**src/rtl/uart_rx_param.sv**
```systemverilog
// Parametrised UART receiver: synchronised rx, 3-sample majority vote per bit,
// false-start rejection and registered parity/framing/overrun/break reporting.
module uart_rx_param #(
  parameter int DATA_BITS   = 8,
  parameter int OVERSAMPLE  = 16,
  parameter int PARITY      = 0,
  parameter int STOP_BITS   = 1,
  parameter int SYNC_STAGES = 2
) (
  input  logic                 sys_clk,
  input  logic                 rst_n,
  input  logic                 rx_clk_en,
  input  logic                 rx,
  output logic [DATA_BITS-1:0] rx_data,
  output logic                 rx_ready,
  input  logic                 rx_ready_clear,
  output logic                 parity_err,
  output logic                 frame_err,
  output logic                 overrun_err,
  output logic                 break_det,
  output logic                 busy
);

  localparam int TW = $clog2(OVERSAMPLE);
  localparam int BW = 4;

  localparam logic [TW-1:0] T_LAST = TW'(OVERSAMPLE - 1);
  localparam logic [TW-1:0] T_S0   = TW'(OVERSAMPLE / 2 - 1);
  localparam logic [TW-1:0] T_S1   = TW'(OVERSAMPLE / 2);
  localparam logic [TW-1:0] T_DEC  = TW'(OVERSAMPLE / 2 + 1);

  localparam logic [BW-1:0] B_DATA_LAST = BW'(DATA_BITS - 1);
  localparam logic [BW-1:0] B_STOP_LAST = BW'(STOP_BITS - 1);

  localparam logic [2:0] S_IDLE      = 3'd0;
  localparam logic [2:0] S_START     = 3'd1;
  localparam logic [2:0] S_DATA      = 3'd2;
  localparam logic [2:0] S_PARITY    = 3'd3;
  localparam logic [2:0] S_STOP      = 3'd4;
  localparam logic [2:0] S_WAIT_IDLE = 3'd5;

  logic [SYNC_STAGES-1:0] sync_q;
  logic                   rx_s;
  logic [2:0]             state;
  logic [TW-1:0]          tick_cnt;
  logic [BW-1:0]          bit_cnt;
  logic [DATA_BITS-1:0]   shift_q;
  logic                   par_q;
  logic                   stop_ok_q;
  logic                   stop_low_q;
  logic                   samp0;
  logic                   samp1;
  logic                   vote;

  logic                   done_q;
  logic [DATA_BITS-1:0]   done_data;
  logic                   done_perr;
  logic                   done_ferr;
  logic                   done_brk;

  logic                   final_stop_ok;
  logic                   final_stop_low;
  logic                   ones_odd;
  logic                   perr_calc;
  logic                   brk_calc;

  always_ff @(posedge sys_clk or negedge rst_n) begin
    if (!rst_n) begin
      sync_q <= '1;
    end else begin
      sync_q <= {sync_q[SYNC_STAGES-2:0], rx};
    end
  end

  assign rx_s = sync_q[SYNC_STAGES-1];
  assign vote = (samp0 & samp1) | (samp0 & rx_s) | (samp1 & rx_s);

  // Frame status as it stands at the decision point of the final stop bit.
  assign final_stop_ok  = stop_ok_q & vote;
  assign final_stop_low = stop_low_q & ~vote;
  assign ones_odd       = (^shift_q) ^ par_q;
  assign perr_calc      = (PARITY == 1) ? ~ones_odd :
                          (PARITY == 2) ?  ones_odd : 1'b0;
  assign brk_calc       = (shift_q == '0) && ((PARITY == 0) || !par_q) && final_stop_low;

  always_ff @(posedge sys_clk or negedge rst_n) begin
    if (!rst_n) begin
      state      <= S_IDLE;
      tick_cnt   <= '0;
      bit_cnt    <= '0;
      shift_q    <= '0;
      par_q      <= 1'b0;
      stop_ok_q  <= 1'b1;
      stop_low_q <= 1'b1;
      samp0      <= 1'b1;
      samp1      <= 1'b1;
      done_q     <= 1'b0;
      done_data  <= '0;
      done_perr  <= 1'b0;
      done_ferr  <= 1'b0;
      done_brk   <= 1'b0;
    end else begin
      done_q <= 1'b0;
      if (rx_clk_en) begin
        if (tick_cnt == T_S0) samp0 <= rx_s;
        if (tick_cnt == T_S1) samp1 <= rx_s;
        if (state != S_IDLE && state != S_WAIT_IDLE) begin
          tick_cnt <= (tick_cnt == T_LAST) ? '0 : tick_cnt + TW'(1);
        end
        case (state)
          S_IDLE: begin
            if (!rx_s) begin
              state    <= S_START;
              tick_cnt <= TW'(1);
              par_q    <= 1'b0;
            end
          end
          S_START: begin
            if (tick_cnt == T_DEC && vote) begin
              state    <= S_IDLE;
              tick_cnt <= '0;
            end else if (tick_cnt == T_LAST) begin
              state   <= S_DATA;
              bit_cnt <= '0;
            end
          end
          S_DATA: begin
            if (tick_cnt == T_DEC) shift_q <= {vote, shift_q[DATA_BITS-1:1]};
            if (tick_cnt == T_LAST) begin
              if (bit_cnt == B_DATA_LAST) begin
                bit_cnt    <= '0;
                stop_ok_q  <= 1'b1;
                stop_low_q <= 1'b1;
                state      <= (PARITY != 0) ? S_PARITY : S_STOP;
              end else begin
                bit_cnt <= bit_cnt + BW'(1);
              end
            end
          end
          S_PARITY: begin
            if (tick_cnt == T_DEC) par_q <= vote;
            if (tick_cnt == T_LAST) state <= S_STOP;
          end
          S_STOP: begin
            // The frame completes mid final stop bit so a back-to-back start edge is not missed.
            if (tick_cnt == T_DEC) begin
              stop_ok_q  <= final_stop_ok;
              stop_low_q <= final_stop_low;
              if (bit_cnt == B_STOP_LAST) begin
                done_q    <= 1'b1;
                done_data <= shift_q;
                done_perr <= perr_calc;
                done_ferr <= ~final_stop_ok;
                done_brk  <= brk_calc;
                tick_cnt  <= '0;
                bit_cnt   <= '0;
                state     <= final_stop_ok ? S_IDLE : S_WAIT_IDLE;
              end
            end else if (tick_cnt == T_LAST) begin
              bit_cnt <= bit_cnt + BW'(1);
            end
          end
          S_WAIT_IDLE: begin
            if (rx_s) state <= S_IDLE;
          end
          default: begin
            state    <= S_IDLE;
            tick_cnt <= '0;
          end
        endcase
      end
    end
  end

  // A completion in the same cycle as a clear is taken as a fresh frame.
  always_ff @(posedge sys_clk or negedge rst_n) begin
    if (!rst_n) begin
      rx_data     <= '0;
      rx_ready    <= 1'b0;
      parity_err  <= 1'b0;
      frame_err   <= 1'b0;
      overrun_err <= 1'b0;
      break_det   <= 1'b0;
    end else if (done_q) begin
      if (!rx_ready || rx_ready_clear) begin
        rx_data     <= done_data;
        rx_ready    <= 1'b1;
        parity_err  <= done_perr;
        frame_err   <= done_ferr;
        break_det   <= done_brk;
        overrun_err <= 1'b0;
      end else begin
        overrun_err <= 1'b1;
      end
    end else if (rx_ready_clear) begin
      rx_ready    <= 1'b0;
      parity_err  <= 1'b0;
      frame_err   <= 1'b0;
      overrun_err <= 1'b0;
      break_det   <= 1'b0;
    end
  end

  assign busy = (state != S_IDLE);

endmodule

```
**config.mk**
```make
export PLATFORM = sky130hd
export DESIGN_NAME = uart_rx_param
export DESIGN_NICKNAME = d
export VERILOG_FILES = /design/src/rtl/uart_rx_param.sv
export SDC_FILE = /design/constraint.sdc
export NUM_CORES = 1
export LEC_CHECK = 0
export CAP_MARGIN = 20
export CORE_ASPECT_RATIO = 1.75
export CORE_MARGIN = 2
export CORE_UTILIZATION = 52
export DETAILED_ROUTE_END_ITERATION = 10
export PLACE_DENSITY = 0.84
export SKIP_CTS_REPAIR_TIMING = 1
export SYNTH_ARGS = -nofsm -noshare
export SYNTH_HDL_FRONTEND = slang
export SYNTH_SLANG_ARGS = --single-unit
```
**constraint.sdc**
```tcl
create_clock -name sys_clk -period 1.9 [get_ports sys_clk]
set_input_delay 0.19 -clock sys_clk [delete_from_list [all_inputs] [get_ports sys_clk]]
set_output_delay 0.19 -clock sys_clk [all_outputs]
set_load 0.02 [all_outputs]
```
==> results of run 1 <==
[cell usage in the layout (no fill, tap or decap), types with 3 or more instances in the layout]
cell type	instances
a21oi_1	3
buf_4	25
clkbuf_8	6
clkdlybuf4s50_1	15
dfrtp_1	41
dfstp_2	6
inv_1	7
mux2_2	21
nand2_1	27
nand2b_1	3
nand3_1	6
nor2_1	7
nor3b_2	3
o21a_1	3
o21ai_0	12
o21ai_1	4
o31ai_1	3
or3b_1	3
[stage by stage]
stage	util (%)	total power (W)	area, µm²	setup TNS [ns]	worst slack, ns
6_report	66.2	0.00234	2910	-0.0805	-0.0805
3_3_place_gp	61.9	0.00165	2730	-0.0582	-0.0310
4_1_cts	64.1	0.00229	2820	-0.399	-0.211
3_5_place_dp	61.9	0.00166	2730	-0.101	-0.0810
2_1_floorplan	-	0.00146	2400	-0.102	-0.102
5_1_grt	66.2	0.00246	2910	-0.415	-0.137
[power breakdown]
part	total (W)	leakage (nW)	switching [W]	internal, W
Clock	0.000639	0.0434	0.000345	0.000295
Sequential	0.00115	0.633	0.0000591	0.00109
Combinational	0.000551	0.661	0.000297	0.000254
Total	0.00234	1.34	0.000701	0.00164
[worst reg2reg max path: cells and delay by family (launching register included)]
family / cells / cell delay, ns
simple gates: 2 / 0.70
compound gates: 2 / 0.24
fa+ha+maj: 1 / 0.11
flops: 1 / 0.42
buf+inv: 1 / 0.09
mux: 1 / 0.31
[routing by layer]
metal | global-route usage (%) | wire (µm) | up-vias
li1 | - | - | 853
met5 | 0 | 0 | -
met2 | 36.9 | 2810 | 46
met4 | 9.35 | 153 | 0
met1 | 20.2 | 1720 | 875
met3 | 2.07 | 129 | 17
[state kept, by name (all words and copies together), names as in the netlist]
signal       flops
shift_q          8
done_ferr        1
rx_data          8
frame_err        1
stop_ok_q        1
done_data        8
state            3
done_brk         1
bit_cnt          4
break_det        1
overrun_err      1
rx_ready         1
tick_cnt         4
done_q           1
stop_low_q       1
samp0            1
sync_q           2
samp1            1
[layout make-up]
type,instances,area (µm²),area share (%)
Inverter,9,33.8,1.16
Tap cell,51,63.8,2.19
Multi-Input combinational cell,149,1140,39.2
Clock inverter,2,15.0,0.515
Clock buffer,6,82.6,2.83
Timing Repair Buffer,43,367,12.6
Sequential cell,48,1210,41.5
[cells by family (layout without fill, tap and decap cells)]
family / Yosys count / after routing / share of synthesized area, %
flops: 48 / 48 / 50.5
simple gates: 71 / 71 / 16.7
compound gates: 46 / 46 / 13.1
buf+inv: 22 / 60 / 4.92
mux: 24 / 24 / 11.2
other cells: 1 / 1 / 0.157
xor+xnor: 1 / 1 / 0.366
fa+ha+maj: 6 / 6 / 3.04
[final timing paths]
| path | cells after the start | endpoint | slack (ns) | startpoint |
|---|---|---|---|---|
| worst min-delay path | 2 | state[1] | -0.03 | rst_n |
| worst max-delay path | 7 | state[0] | -0.08 | bit_cnt[1] |
| max in group asynchronous | 2 | state[2] | 1.52 | rst_n |
| worst min register to register | 0 | sync_q[1] | 0.36 | sync_q[0] |
| worst max register to register | 7 | state[0] | -0.08 | bit_cnt[1] |
| min in group sys_clk | 1 | sync_q[0] | 0.29 | rx |
==> run_results.csv, run 1 <==
group,metric,value,unit
run_status,outcome,"complete, but fails checks",
run_status,failed_checks,"hold timing, setup timing",
floorplanning,coreArea,0.00440,mm²
clock_tree,cts_buffer_depth,2,
yosys,netlist_area,0.00239,mm²
route,vias,1791,
route,drt_iter0_drc,32,
sta,fmax,505,MHz
yosys,synth.distinct_cells,58,
grt,grt_pass1_vias,1730,
sta,slew_viol_final,0,
grt,grt_pass1_wl,7850,µm
sta,hold_viol,42,
floorplanning,rows,32,
floorplanning,pin_count,19,
hold_path,min_path_type,"input pin to async pin",
placement,dp_cells,298,
critical_path,worstPathRequired,2.09,ns
floorplanning,die_h,93.7,µm
grt,grt_max_degree,49,
clock_tree,cts_root_buf,"clkbuf_8",
clock_tree,cts_tree,"yes",
yosys,ys_warn_count,0,
sta,hold_slack,-0.0311,ns
sta,post-route-period-util,104,%
placement,io_buffer_count,17,
sta,fin_skew,0.00440,ns
sta,min_period,1.98,ns
floorplanning,die_area,0.00518,mm²
route,first_pass_iters,4,
yosys,synth_most_common_cell,"dfrtp_1",
grt,overflow,0,
power,vdd_ir_drop_max,808,µV
floorplanning,initial_utilization,54.3,%
route,drcViolationCount,0,
power,cellLeakagePower,1.34,nW
critical_path,startpoint_type,"register",
sta,grt_setup_unrepaired,"yes",
finish,instances_no_fill,308,
floorplanning,die_w,55.3,µm
critical_path,critPathKind,"register to register",
yosys,postSynthAreaPerCell,10.9,µm²
yosys,ys_seq_area_share,50.5,%
clock_tree,clkLatencyLatePin,0.30,ns
finish,nFillCells,349,
finish,n_antenna_cell,0,
placement,gp_congestion,0.827,
sta,fin_ws,-0.0805,ns
power,power.density,803,mW/mm²
critical_path,crit_chain,"inv_2, ha_4, nor3b_4, a21oi_2, or4_4, a31oi_4, mux2_4",
yosys,ys_top_cells_by_count,"dfrtp_1 (42), nand2_1 (27), mux2_2 (21)",
grt,grt_usage,19.2,%
finish,syn2layout_area_growth,21.9,%
critical_path,cp_slowest_cell,"or4_4",
clock_tree,h-tree-depth,2,
critical_path,critPathTopFamily,"simple AND/OR/NAND/NOR gates",
route,routed_wl,4810,µm
critical_path,critPathMaxFanout,4,
placement,dp_hpwl,3460,µm
critical_path,crit_path_end_kind,"register",
finish,drive_gt1_share,33.9,%
yosys,synthCells,219,
yosys,synth-edff-count,0,
route,via_per_inst,5.81,
finish,nets,266,
yosys,syn-num-nets,229,
route,detail-route-antenna-nets,0,
sta,worst_pin_slew,0.579,ns
clock_tree,cts_sinks,48,
critical_path,cpPeakStageDelay,0.50,ns
clock_tree,path_clk_slew,0.09,ns
yosys,synth_top_area_share,44.0,%
yosys,ys_ff_latch,48,
yosys,yosys.area.top_type,"dfrtp_1",
grt,antenna_found_initial,0,
clock_tree,numCtsBuffers,5,
route,avgRoutedWirePerCell,15.6,µm
critical_path,cp.buffers_inverters,1,
run,maxCapViolations,0,
sta,max-slew-margin-rel,61.4,%
yosys,netlist_top_cells_area,"dfrtp_1 (44%), mux2_2 (9.9%), dfstp_2 (6.6%), nand2_1 (4.2%), o21ai_0 (3.1%)",
critical_path,arrival,2.17,ns
sta,finalSetupViolCount,1,
yosys,async_flop_share,100,%
yosys,synth_flop_cell,"dfrtp_1",
No activity file was read; power rests on OpenSTA's default activity.
==> run 2: changes to the inputs <==
--- a/config.mk
+++ b/config.mk
@@ -8,9 +8,9 @@
 export CAP_MARGIN = 20
 export CORE_ASPECT_RATIO = 1.75
 export CORE_MARGIN = 2
-export CORE_UTILIZATION = 52
+export CORE_UTILIZATION = 40
 export DETAILED_ROUTE_END_ITERATION = 10
-export PLACE_DENSITY = 0.84
+export PLACE_DENSITY = 0.7
 export SKIP_CTS_REPAIR_TIMING = 1
 export SYNTH_ARGS = -nofsm -noshare
 export SYNTH_HDL_FRONTEND = slang
==> constraint.sdc (replaced) <==
create_clock -name sys_clk -period 1.67 [get_ports sys_clk]
set_input_delay 0.167 -clock sys_clk [delete_from_list [all_inputs] [get_ports sys_clk]]
set_output_delay 0.167 -clock sys_clk [all_outputs]
set_load 0.005 [all_outputs]
==> run_results.csv, run 2 (synthesized netlist as in run 1, its figures left out) <==
group,metric,value,unit
grt,grt_usage,16.1,%
critical_path,startpoint_type,"register",
clock_tree,cts_buffer_depth,2,
sta,grt_setup_unrepaired,"yes",
placement,placed_area,0.00292,mm²
power,p_sw,0.000876,W
grt,grt_max_degree,29,
floorplanning,rows,37,
run,maxCapViolations,0,
critical_path,startpoint,"bit_cnt[1]",
finish,register_area,0.00121,mm²
finish,nFillCells,533,
power,combPwrFrac,27.7,%
grt,grt_pass1_vias,1993,
placement,dp_hpwl,3740,µm
sta,fin_ws,-0.345,ns
critical_path,reg2reg_slack,-0.35,ns
clock_tree,h-tree-depth,2,
route,vias,1899,
route,drcViolationCount,0,
placement,gp_congestion,0.830,
grt,antenna_found_initial,0,
power,power_frac_clock,30.7,%
clock_tree,cts_sinks,48,
critical_path,crit_chain,"inv_2, ha_4, nor3b_4, a21oi_1, or4_4, a31oi_4, mux2_4",
sta,min_period,2.02,ns
finish,syn2layout_area_growth,40.3,%
hold_path,min_path_type,"input pin to register",
finish,nets,289,
critical_path,worstPathRequired,1.86,ns
critical_path,cp.buffers_inverters,1,
floorplanning,die_h,106,µm
sta,finalSetupViolCount,29,
finish,layout_common_cells,"dfrtp_1 (41), buf_4 (39), nand2_1 (26)",
critical_path,reg2reg_depth,7,
clock_tree,numCtsBuffers,5,
critical_path,path_depth,7,
power,swShare,27.9,%
sta,fmax,496,MHz
finish,multiInputGateArea,0.00131,mm²
critical_path,worstReg2RegStart,"bit_cnt[1]",
clock_tree,cts_root_buf,"clkbuf_8",
finish,final_common_cell,"dfrtp_1",
sta,slew_viol_final,0,
power,vdd_ir_drop_max,553,µV
power,cellLeakagePower,1.55,nW
run_status,failed_checks,"setup timing",
power,power,0.00314,W
sta,post-route-period-util,121,%
finish,final_util,57.5,%
placement,io_buffer_count,17,
run_status,outcome,"complete, but fails checks",
finish,drive_gt1_share,44.4,%
critical_path,crit_path_end_kind,"register",
critical_path,critPathMaxFanout,4,
clock_tree,path_clk_slew,0.08,ns
power,cell_internal_pwr,0.00226,W
power,power.density,935,mW/mm²
critical_path,arrival,2.20,ns
route,routed_wl,5400,µm
critical_path,critPathTopFamily,"simple AND/OR/NAND/NOR gates",
critical_path,cpPeakStageDelay,0.51,ns
sta,fin_skew,0.00503,ns
route,via_per_inst,5.32,
route,detail-route-antenna-nets,0,
critical_path,critPathKind,"register to register",
floorplanning,die_area,0.00664,mm²
sta,hold_viol,0,
power,seq_power_share,41.6,%
grt,overflow,0,
placement,pre_cts_slack,-0.319,ns
finish,largestRegisters,"done_data (8), rx_data (8), shift_q (8)",
floorplanning,coreArea,0.00583,mm²
finish,fin_area,0.00335,mm²
finish,n_antenna_cell,0,
route,avgRoutedWirePerCell,15.1,µm
route,drt_iter0_drc,40,
clock_tree,cts_tree,"yes",
critical_path,r2r-end,"state[0]",
floorplanning,initial_utilization,41.0,%
critical_path,cp_slowest_cell,"or4_4",
critical_path,crit_end,"state[0]",
clock_tree,clkLatencyLatePin,0.29,ns
floorplanning,pin_count,19,
route,first_pass_iters,4,
grt,grt_pass1_wl,8500,µm
floorplanning,die_w,62.4,µm
## run 2: worst min-delay path by stage
stage               slack (ns)    endpoint  start  cells past startpoint
floorplan                -0.13  bit_cnt[0]  rst_n                      0
CTS                      -0.16    state[0]  rst_n                      1
detailed placement        0.16  rx_data[5]  rst_n                      1
global route              0.26   sync_q[0]     rx                      1
global placement          0.16  rx_data[5]  rst_n                      1
finish                    0.27   sync_q[0]     rx                      1
## run 2: worst register-to-register path: cells and delay by family (launching register included)
| family | cells | cell delay, ns |
|---|---|---|
| AOI/OAI and AO/OA | 2 | 0.26 |
| DFF | 1 | 0.43 |
| buffers and inverters | 1 | 0.10 |
| muxes | 1 | 0.31 |
| and+or+nand+nor | 2 | 0.69 |
| adders and majority gates | 1 | 0.13 |
## run 2: layout make-up
| cell class | instances | area share, % |
|---|---|---|
| well taps | 78 | 2.91 |
| clock buffers | 5 | 2.05 |
| repair buffers | 66 | 17.2 |
| multi-input cells | 149 | 38.9 |
| inverters | 9 | 1.01 |
| clock inverters | 2 | 1.79 |
| flip-flops and latches | 48 | 36.1 |
## run 2: metal layers
metal | global-route usage [%] | share of wire, % | vias up
met5 | 0 | 0 | -
met3 | 3.17 | 2.2 | 14
li1 | - | - | 899
met2 | 32.3 | 59 | 38
met1 | 14.0 | 36 | 948
met4 | 9.68 | 3.5 | 0
## run 2: power by group through the flow
| stage | registers (W) | clock network [W] | logic (W) |
|---|---|---|---|
| 6_report | 0.00130 | 0.000963 | 0.000869 |
| 5_1_grt | 0.00132 | 0.00103 | 0.000938 |
| 3_5_place_dp | 0.00132 | 0 | 0.000667 |
| 3_3_place_gp | 0.00132 | 0 | 0.000655 |
| 2_1_floorplan | 0.00132 | 0 | 0.000337 |
| 4_1_cts | 0.00130 | 0.000979 | 0.000674 |
## run 2: through the flow
| step | setup TNS (ns) | cells | hold slack (ns) |
|---|---|---|---|
| after global placement | -1.32 | 343 | 0.161 |
| after global routing | -4.99 | 357 | 0.263 |
| after floorplan | -0.592 | 219 | -0.129 |
| final | -2.75 | 357 | 0.268 |
| after detailed placement | -1.72 | 343 | 0.164 |
| after CTS | -2.29 | 350 | -0.159 |
